## config.mk

```make
export PLATFORM = sky130hd
export DESIGN_NAME = seq_gen_serial
export DESIGN_NICKNAME = d
export VERILOG_FILES = /design/src/rtl/seq_gen_serial.sv
export SDC_FILE = /design/constraint.sdc
export NUM_CORES = 1
export LEC_CHECK = 0
export ABC_CLOCK_PERIOD_IN_PS = 2600
export CAP_MARGIN = 15
export CORE_AREA = 2 2 75 77
export DETAILED_ROUTE_END_ITERATION = 8
export DIE_AREA = 0 0 77 79
export PLACE_DENSITY = 0.65
export REMOVE_ABC_BUFFERS = 1
export SYNTH_ARGS = -nofsm -noshare
export SYNTH_HDL_FRONTEND = slang
export SYNTH_SLANG_ARGS = --single-unit
```

## constraint.sdc

```tcl
create_clock -name clk -period 2.6 [get_ports clk]
set_input_delay 0.39 -clock clk [delete_from_list [all_inputs] [get_ports clk]]
set_output_delay 0.39 -clock clk [all_outputs]
set_load 0.01 [all_outputs]
```

## src/rtl/seq_gen_serial.sv

```systemverilog
// seq_gen_serial: serial pattern generator, LSB-first, valid/ready load.
// Optional pattern looping with `define SEQ_GEN_LOOP_EN (adds loop_en).
module seq_gen_serial #(
    parameter int WIDTH = 21,
    parameter int CNT_W = 5
) (
    input  logic             clk,
    input  logic             reset,
`ifdef SEQ_GEN_LOOP_EN
    input  logic             loop_en,
`endif
    input  logic             load_valid,
    output logic             load_ready,
    input  logic [WIDTH-1:0] load_data,
    input  logic [CNT_W-1:0] load_len,
    input  logic             hold,
    output logic             dout,
    output logic             dout_valid,
    output logic             busy,
    output logic             done,
    output logic [1:0]       current_state
);

    typedef enum logic [1:0] {
        IDLE  = 2'b00,
        SEND  = 2'b01,
        PAUSE = 2'b10,
        DONE  = 2'b11
    } state_t;

    localparam logic [CNT_W-1:0] LP_MAXLEN = CNT_W'(WIDTH);

    state_t            r_state;
    state_t            w_next;
    logic [WIDTH-1:0]  r_sh;
    logic [WIDTH-1:0]  r_pat;
    logic [CNT_W-1:0]  r_cnt;
    logic [CNT_W-1:0]  r_len;
    logic [CNT_W-1:0]  w_len_clamp;
    logic              w_last;
    logic              w_loop;

`ifdef SEQ_GEN_LOOP_EN
    assign w_loop = loop_en;
`else
    assign w_loop = 1'b0;
`endif

    // Zero or oversize lengths mean "send the full pattern".
    assign w_len_clamp = (load_len == '0 || load_len > LP_MAXLEN)
                         ? LP_MAXLEN : load_len;
    assign w_last      = (r_cnt == r_len - CNT_W'(1));

    assign dout          = r_sh[0];
    assign dout_valid    = (r_state == SEND);
    assign load_ready    = (r_state == IDLE);
    assign busy          = (r_state == SEND) || (r_state == PAUSE);
    assign done          = (r_state == DONE);
    assign current_state = r_state;

    // State register with synchronous active-low reset.
    always_ff @(posedge clk) begin
        if (!reset) begin
            r_state <= IDLE;
        end else begin
            r_state <= w_next;
        end
    end

    // Next-state logic: hold stalls, last bit ends or restarts the pattern.
    always_comb begin
        w_next = r_state;
        case (r_state)
            IDLE: begin
                if (load_valid) begin
                    w_next = SEND;
                end
            end
            SEND: begin
                if (hold) begin
                    w_next = PAUSE;
                end else if (w_last && !w_loop) begin
                    w_next = DONE;
                end
            end
            PAUSE: begin
                if (!hold) begin
                    w_next = SEND;
                end
            end
            DONE: begin
                w_next = IDLE;
            end
            default: begin
                w_next = IDLE;
            end
        endcase
    end

    // Datapath: capture on load, shift on each transferred bit.
    always_ff @(posedge clk) begin
        if (!reset) begin
            r_sh  <= '0;
            r_pat <= '0;
            r_cnt <= '0;
            r_len <= '0;
        end else begin
            case (r_state)
                IDLE: begin
                    if (load_valid) begin
                        r_sh  <= load_data;
                        r_pat <= load_data;
                        r_len <= w_len_clamp;
                        r_cnt <= '0;
                    end
                end
                SEND: begin
                    if (!hold) begin
                        if (w_last) begin
                            if (w_loop) begin
                                r_sh  <= r_pat;
                                r_cnt <= '0;
                            end
                        end else begin
                            r_sh  <= r_sh >> 1;
                            r_cnt <= r_cnt + CNT_W'(1);
                        end
                    end
                end
                default: begin
                end
            endcase
        end
    end

endmodule

```

==> impl_metrics.tcl <==
set metrics [dict create \
    timing.fmax_mhz 432 \
    finalNetCount 291 \
    worstHoldPathCells 2 \
    cts_tree "done" \
    syn-instance-count 221 \
    synth-seq-area-share 0.340 \
    reg2reg_depth 8 \
    period_minus_slack_ns 2.31 \
    ys_types 42 \
    seqPwrFrac 0.388 \
    antenna_left 0 \
    whs_ns 0.459 \
    tns_ns 0 \
    grt_use_total 0.142 \
    tightest_slew_ns 0.545 \
    avgViaCountPerCell 4.95 \
    start_util 0.364 \
    cellPowerDensity_nw_per_um2 666 \
    antenna_found_initial 0 \
    grt_pass1_wl_um 7100 \
    post-cts-setup-buffers 0 \
    cts_hold_buffers 0 \
    synth_area_per_cell_um2 8.80 \
    clk-insertion-delay-late_ns 0.28 \
    cts-root-buf "clkbuf_8" \
    slew_viol_final 0 \
    vias 1625 \
    area_delta_synth_final_pct 26.1 \
    synth_area_um2 1940 \
    combPwrFrac 0.380 \
    cpPeakStageDelay_ns 0.65 \
    dieArea_um2 6080 \
    io-pin-count 37 \
    hold_viol_final 0 \
    worst_hold_startpoint "r_sh[16]$_SDFFE_PN0P_" \
    arrival_ns 1.92 \
    crit_type "flop to primary output" \
    pwr-share-clk 0.232 \
    r2r-start "r_len[0]$_SDFFE_PN0P_" \
    ys.flop_type "dfxtp_1" \
    hold_class "flop to flop" \
    finClkSkew_ns 0.00349 \
    core_um2 5340 \
    setup_viol 0 \
    routabilityCongestion 0.785 \
    cts_resized 0 \
    wl_um 4070 \
    yosysWarnings 0 \
    cp_cell_sequence "ha_1 -> clkdlybuf4s50_1" \
    regToRegSetupSlack_ns 0.43 \
    cts.sinks 33 \
    seq_area_um2 661 \
    yosys_register_bits 33 \
    overflow 0 \
    wl_per_cell_um 12.4 \
    worstPathMaxFanout 11 \
    dieHeight_um 79 \
    power.switching_uw 529 \
    die_x_um 77 \
    cts_buffer_depth 2 \
    status "completed" \
    drive_above_1_share 0.176 \
    clk_pin_slew_ns 0.07 \
    cpMaxStageDelayCell "clkdlybuf4s50_1" \
    n_antenna_cell 0 \
    htreeDepth 2 \
    grt_setup_unrepaired "no" \
    drt_iter0_drc 94 \
    cp-end-kind "primary output" \
    cp.required_ns 2.21 \
    cp_num_buf_inv 1 \
    max_cap_violations 0 \
    io_buffers 36 \
    rows 27 \
    grt_pass1_vias 1551 \
    slew_headroom 0.633 \
    ir_worst_vdd_v 0.000315 \
    startpoint_type "flop" \
    dp_hpwl_um 2920 \
    whs_endpoint "r_sh[16]$_SDFFE_PN0P_" \
    async_flop_share 0 \
    internal_power_uw 1100 \
    sw_frac_of_total 0.324 \
    firstDrtPassIters 5 \
    power.leakage_uw 0.000985 \
    cpLargestDelayFamily "buffers and inverters" \
    drc 0 \
    fill_cells 556 \
    grt_max_degree 23 \
    final.period_utilization 0.890 \
    multi_input_area_um2 1160 \
    r2r_end "r_sh[4]$_SDFFE_PN0P_" \
    cts_buffers 5 \
    synth_edf_count 0 \
]
cells in the mapped netlist, types with 2 or more instances:
library cell / number / area (um^2)
buf_1: 2 / 7.51
mux2_2: 21 / 236
nor2_1: 6 / 22.5
a31oi_1: 2 / 12.5
nor3_1: 2 / 10.0
dfxtp_1: 33 / 661
inv_1: 8 / 30.0
o31a_1: 2 / 17.5
o221a_2: 4 / 45.0
ha_1: 6 / 75.1
a21oi_2: 2 / 17.5
buf_6: 4 / 45.0
nand2_1: 53 / 199
clkbuf_1: 9 / 33.8
and2_1: 2 / 12.5
a31o_2: 2 / 17.5
mux2i_1: 21 / 210
nand3_1: 5 / 25.0
o21ai_0: 5 / 25.0
a21oi_1: 6 / 30.0
xnor2_1: 4 / 35.0
xor2_1: 2 / 17.5
metrics by stage:
stage	worst slack (ns)	power (uW)	util	instance area, um^2	std cells
6_report	0.287	1630	0.459	2450	328
5_1_grt	0.165	1730	0.459	2450	328
4_1_cts	0.264	1650	0.459	2450	328
3_5_place_dp	0.392	1270	0.444	2370	320
3_3_place_gp	0.440	1270	0.444	2370	320
2_1_floorplan	-0.224	1040	-	1850	205
cells by family (layout without fill, tap and decap cells):
group           after synthesis  in the layout  synth area share
mux                          42             42             0.230
xor+xnor                      6              6            0.0270
flops                        33             33             0.340
buf+inv                      24             59            0.0624
compound gates               33             33             0.131
simple gates                 77             77             0.171
fa+ha+maj                     6              6            0.0386
cells in the final DEF (no fill, tap or decap), types with 2 or more instances in the layout:
| cell type | instances |
|---|---|
| nand2_1 | 53 |
| clkdlybuf4s50_1 | 36 |
| dfxtp_1 | 33 |
| mux2_2 | 21 |
| mux2i_1 | 21 |
| inv_1 | 8 |
| nor2_1 | 6 |
| a21oi_1 | 6 |
| ha_1 | 6 |
| buf_4 | 6 |
| nand3_1 | 5 |
| o21ai_0 | 5 |
| clkbuf_8 | 5 |
| xnor2_1 | 4 |
| o221a_2 | 4 |
| and2_1 | 2 |
| a21oi_2 | 2 |
| xor2_1 | 2 |
| nor3_1 | 2 |
| a31oi_1 | 2 |
| a31o_2 | 2 |
| o31a_1 | 2 |
| clkinv_2 | 2 |
routing by layer:
metal / GRT usage / routed length [um] / up-vias
li1: - / - / 836
met2: 0.225 / 1830 / 35
met3: 0.0466 / 190 / 5
met1: 0.190 / 2010 / 749
met4: 0.0321 / 37 / 0
met5: 0 / 0 / -
worst max-delay path by stage:
stage	from	endpoint	slack, ns	cells after the start
after floorplan	current_state[1]$_SDFFE_PN0P_	r_cnt[4]$_SDFFE_PN0P_	-0.22	6
after global placement	load_valid	r_sh[20]$_SDFFE_PN0P_	0.44	7
after detailed placement	load_valid	r_sh[20]$_SDFFE_PN0P_	0.39	7
after CTS	current_state[0]$_SDFFE_PN0P_	dout_valid	0.26	2
after global routing	current_state[0]$_SDFFE_PN0P_	dout_valid	0.17	2
final	current_state[0]$_SDFFE_PN0P_	dout_valid	0.29	2
cell type report:
type / count / area share
repair buffers: 43 / 0.174
multi-input cells: 164 / 0.474
well taps: 72 / 0.0368
flip-flops and latches: 33 / 0.270
clock inverters: 2 / 0.00408
inverters: 8 / 0.0123
clock buffers: 6 / 0.0296
state kept, by name, summed over array words and instances (netlist names):
| name | flops |
|---|---|
| r_sh | 21 |
| r_cnt | 5 |
| r_len | 5 |
| current_state | 2 |
worst reg2reg max path: cells and delay by family, from the launching register on:
family / cells / cell delay [ns]
fa+ha+maj: 1 / 0.25
compound gates: 4 / 0.96
flops: 1 / 0.40
buf+inv: 2 / 0.28
mux: 1 / 0.21
power by group through the flow:
stage	Sequential (uW)	Clock (uW)	Combinational, uW
finish	634	378	620
detailed placement	644	0	625
floorplan	634	0	409
CTS	634	385	627
global placement	644	0	622
global route	645	406	683
(Power assumes the default switching activity.)
==> RTL edit 1: new RTL, same flow settings <==
Make the reset (`reset`) asynchronous in 2 clocked blocks. Comments in the files are not updated.
--- a/src/rtl/seq_gen_serial.sv
+++ b/src/rtl/seq_gen_serial.sv
@@ -60,5 +60,5 @@
 
     // State register with synchronous active-low reset.
-    always_ff @(posedge clk) begin
+    always_ff @(posedge clk or negedge reset) begin
         if (!reset) begin
             r_state <= IDLE;
@@ -99,5 +99,5 @@
 
     // Datapath: capture on load, shift on each transferred bit.
-    always_ff @(posedge clk) begin
+    always_ff @(posedge clk or negedge reset) begin
         if (!reset) begin
             r_sh  <= '0;
Function: differs if reset is asserted again (counterexample within 4 cycles, from zero or initial values and one cycle with reset low); with reset held inactive, the same outputs for 10 cycles.
==> RTL edit 1 against the unedited design <==
Fmax up 11%. Worst setup slack better by 0.23 ns. Sequential cell count unchanged. Synthesized area up 8.5%. Wire length up 24%. Design area up 9.4%. Critical path type unchanged.
Power is not compared: it rests on default switching activity, and its combinational part moved more than twofold at a synthesized area within 25%.
==> RTL edit 1: results (changes against the unedited design) <==
stage,metric,value,unit,change
global_routing,grt_pass1_vias,1815,,+17%
synth,async_flop_share,100,%,+100 points
outcome,run_status,completed,,
power_and_ir_drop,p_leak,1.04,nW,
timing,fin_skew,0.00888,ns,+0.00539 ns
synth,ys.flop_type,dfrtp_1,,
global_routing,gr-usage-met1,24.6,%,+5.6 points
synth,seq_area_frac_synth,39.1,%,+5.2 points
placed_design,gp_congestion,0.816,,+3.9%
placed_design,hpwl,3230,um,+10%
final_layout,drive_gt1_share,8.24,%,-9.3 points
final_layout,top_regs,"r_sh (21), r_cnt (5), r_len (5)",,
global_routing,grtUsageTotal,17.4,%,+3.1 points
worst_hold_path,worstHoldPathType,primary input to asynchronous set/reset pin,,
worst_setup_path,crit_fanout,8,,-3
synth,syn-cell-area,2110,sq um,+8.5%
placed_design,placed_cells,331,,+3.4%
placed_design,dpl_cell_area,2550,sq um,+7.6%
synth,netlist_instances,236,,+6.8%
synth,synth_top_cells_by_area,"dfrtp_1, o2111ai_1, nor3b_1",,
final_layout,n_fill_cell,550,,-1.1%
drt,viasPerCell,5.75,,+16%
timing,drv_slew,0,,unchanged
final_layout,multi_input_area,1160,sq um,-0.43%
global_routing,met3_usage,3.75,%,-0.91 points
synth,synthTopCellsByCount,"dfrtp_1, nand3_1, a21oi_1",,
global_routing,met2_usage,26.6,%,+4.0 points
placed_design,pre_cts_slack,0.570,ns,+0.178 ns
final_layout,instances_no_fill,339,,+3.4%
global_routing,grt_max_degree,65,,+180%
drt,dr.pass1.iters,4,,-1
timing,slew_headroom,59.8,%,-3.5 points
worst_setup_path,r2r_setup_slack,0.53,ns,+0.10 ns
final_layout,num_antenna_cells,0,,unchanged
final_layout,nets,302,,+3.8%
worst_setup_path,worstPathArrival,1.69,ns,-0.23 ns
global_routing,grt_pass1_wl,8680,um,+22%
## RTL edit 1: changes by cell type after synthesis, moves of 20 or more
cell | before | now
nand2_1 | 53 | 9
dfrtp_1 | 0 | 33
dfxtp_1 | 33 | 0
mux2_2 | 21 | 0
o2111ai_1 | 0 | 20
## RTL edit 1: worst paths after layout
kind,to,from
max,dout_valid,current_state[1]
min,r_sh[7],reset
max reg2reg,r_sh[2],r_len[0]
min reg2reg,r_len[4],r_len[4]
max in group asynchronous,r_len[4],reset
min in group clk,r_len[4],r_len[4]
## RTL edit 1: per-layer routing
| layer | wire length [um] | share of wire, % |
|---|---|---|
| met1 | 2420 | 48 |
| met2 | 2410 | 48 |
| met3 | 181 | 3.6 |
| met4 | 51 | 1.0 |
| met5 | 0 | 0 |
## RTL edit 1: metrics by stage
stage	total power [mW]	hold slack, ns
final	3.75	0.489
after global routing	4.06	0.550
after CTS	3.77	0.509
after detailed placement	3.15	0.487
after global placement	3.14	0.491
after floorplan	2.30	0.0944
## RTL edit 1: logic make-up (layout without fill, tap and decap cells)
| logic type | after synthesis | count (layout) | share of synthesized area [%] |
|---|---|---|---|
| flip-flops | 33 | 33 | 39.1 |
| AND/OR/NAND/NOR | 88 | 88 | 24.2 |
| multiplexers | 2 | 2 | 0.949 |
| AO/OA/AOI/OAI | 69 | 69 | 22.7 |
| XOR/XNOR | 8 | 8 | 3.32 |
| buffers and inverters | 30 | 61 | 6.11 |
| adder cells (fa/ha/maj) | 6 | 6 | 3.56 |
## RTL edit 1: area by class of cell
cell class / instances / area share, %
sequential: 33 / 30.8
clock buffer: 5 / 2.57
clock inverter: 3 / 2.43
multi-input combinational: 173 / 43.2
tap: 72 / 3.36
timing repair buffer: 46 / 16.7
inverter: 7 / 0.980
## RTL edit 1: power breakdown
part	internal (mW)	switching [mW]	total, mW	leakage, nW
clock network	0.381	0.202	0.583	0.0681
registers	0.761	0.214	0.976	0.411
logic	0.812	1.38	2.19	0.565
total	1.95	1.80	3.75	1.04
## RTL edit 1: worst max-delay path: stages (launching register included)
cell	delay (ns)
dfrtp_1	0.43
inv_1	0.10
ha_2	0.27
clkdlybuf4s50_1	0.60
==> RTL edit 2: new RTL, config.mk and constraints unchanged <==
Made on the original files. The parameter `CNT_W` goes from 5 to 10.
--- a/src/rtl/seq_gen_serial.sv
+++ b/src/rtl/seq_gen_serial.sv
@@ -3,5 +3,5 @@
 module seq_gen_serial #(
     parameter int WIDTH = 21,
-    parameter int CNT_W = 5
+    parameter int CNT_W = 10
 ) (
     input  logic             clk,
Interface: changed (resized load_len); port bits go from 37 to 42. No check against the original RTL was run, so the function may have changed too.
==> RTL edit 2 against the unedited design <==
Sequential cell count up 10. Design area up 26%. Critical path type is now flop to flop. Critical path depth up 8. Synthesized cell count up 38%. Worst setup slack worse by 0.16 ns. Total power up 12%. Clock power up 16%. Synthesized area up 25%. Wire length up 50%. Worst hold slack better by 0.027 ns. Register-to-register slack worse by 0.30 ns.
==> RTL edit 2: results (changes against the unedited design) <==
stage,metric,value,unit,change
power_and_ir_drop,seqPwrFrac,42.8,%,+4.0 points
global_routing,met3_usage,4.09,%,-0.57 points
synth,synth-compound-area-share,23.6,%,+11 points
outcome,run_status,completed,,
power_and_ir_drop,switching_share,34.9,%,+2.5 points
drt,wl_per_cell,14.4,um,+16%
synth,netlist_instances,305,,+38%
drt,dr_wl_met3,223,um,+17%
final_layout,num_antenna_cells,0,,unchanged
worst_setup_path,cpLargestDelayFamily,simple AND/OR/NAND/NOR gates,,
placed_design,port_buffers,41,,+14%
final_layout,multi_input_area,1490,sq um,+28%
global_routing,antenna_found_initial,0,,unchanged
synth,synth_fa_ha_area_share,3.09,%,-0.77 points
global_routing,grt_pass1_wl,10500,um,+48%
power_and_ir_drop,pwr-share-clk,23.9,%,+0.7 points
drt,drt-met1-wl,2900,um,+44%
timing,fin_skew,0.00823,ns,+0.00475 ns
global_routing,grt_max_degree,26,,+13%
worst_setup_path,critPathMaxStageDelay,0.54,ns,-0.11 ns
final_layout,n_fill_cell,513,,-7.7%
synth,synth_mux_area_share,2.99,%,-20 points
global_routing,met2_usage,35.9,%,+13 points
drt,viasPerCell,5.52,,+11%
clock_tree,clkSlewWorstSetupHoldPaths,0.09,ns,+0.02 ns
synth,synthXorXnorAreaFrac,3.61,%,+0.90 points
placed_design,pre_cts_slack,0.0467,ns,-0.345 ns
synth,yosysWarnings,0,,unchanged
final_layout,drive_gt1_share,12.5,%,-5.0 points
clock_tree,cts_buffer_depth,2,,unchanged
synth,seq_area_frac_synth,35.4,%,+1.5 points
synth,synthTopCellsByCount,"nand2_1, dfxtp_1, a21oi_1",,
clock_tree,cts_root_buffer,clkbuf_8,,
drt,highest_layer,met4,,
global_routing,grtUsageTotal,21.1,%,+6.8 points
placed_design,dpl_cell_area,2960,sq um,+25%
final_layout,top_regs,"r_sh (21), r_cnt (10), r_len (10)",,
timing,drv_slew,0,,unchanged
clock_tree,h-tree-depth,2,,unchanged
drt,dr_wl_met2,2870,um,+57%
power_and_ir_drop,p_switching,640,uW,+21%
timing,tightestPinTransition,0.418,ns,-0.127 ns
final_layout,nets,391,,+34%
worst_hold_path,worstHoldPathType,flop to flop,,
synth,async_flop_share,0,%,unchanged
power_and_ir_drop,p_leak,1.14,nW,+16%
synth,synth_cell_types,51,,+21%
worst_setup_path,worstPathArrival,2.71,ns,+0.79 ns
worst_setup_path,crit_fanout,20,,+9
clock_tree,worst_skew_pair.late_latency,0.30,ns,+0.02 ns
placed_design,hpwl,4320,um,+48%
drt,first_iter_violations,145,,+54%
drt,dr.pass1.iters,4,,-1
drt,wirelength,6090,um,+50%
power_and_ir_drop,vdd_drop_max,0.317,mV,+0.76%
synth,synth_top_cells_by_area,"dfxtp_1, nand2_1, and3_1",,
worst_setup_path,crit_slowest_cell,or4b_4,,
placed_design,gp_congestion,0.790,,+0.62%
global_routing,gr-usage-met1,26.8,%,+7.8 points
global_routing,grt_pass1_vias,2288,,+48%
[RTL edit 2: timing repair]
action | in CTS | in global routing
endpoints found under the setup margin | 0 | 29
buffers inserted | 0 | 0
hold buffers | 0 | 0
resized for setup | 0 | 7
[RTL edit 2: logic make-up after synthesis]
logic type | after synthesis
AOI/OAI and AO/OA | 84
xor gates and xnor gates | 10
adders and majority gates | 6
buffers and inverters | 24
DFF | 43
muxes | 7
and+or+nand+nor | 131
[RTL edit 2: cell type report]
class | instances | area share [%]
clock inverters | 3 | 0.650
multi-input cells | 238 | 48.3
inverters | 8 | 0.975
flip-flops and latches | 43 | 28.0
clock buffers | 5 | 2.23
repair buffers | 54 | 16.9
well taps | 72 | 2.93
[RTL edit 2: worst paths after layout]
kind             from       end  slack, ns  depth (start not counted)
min reg2reg  r_sh[15]  r_sh[14]       0.49                          2
max reg2reg  r_len[1]  r_sh[16]       0.13                         10
max          r_len[1]  r_sh[16]       0.13                         10
min          r_sh[15]  r_sh[14]       0.49                          2
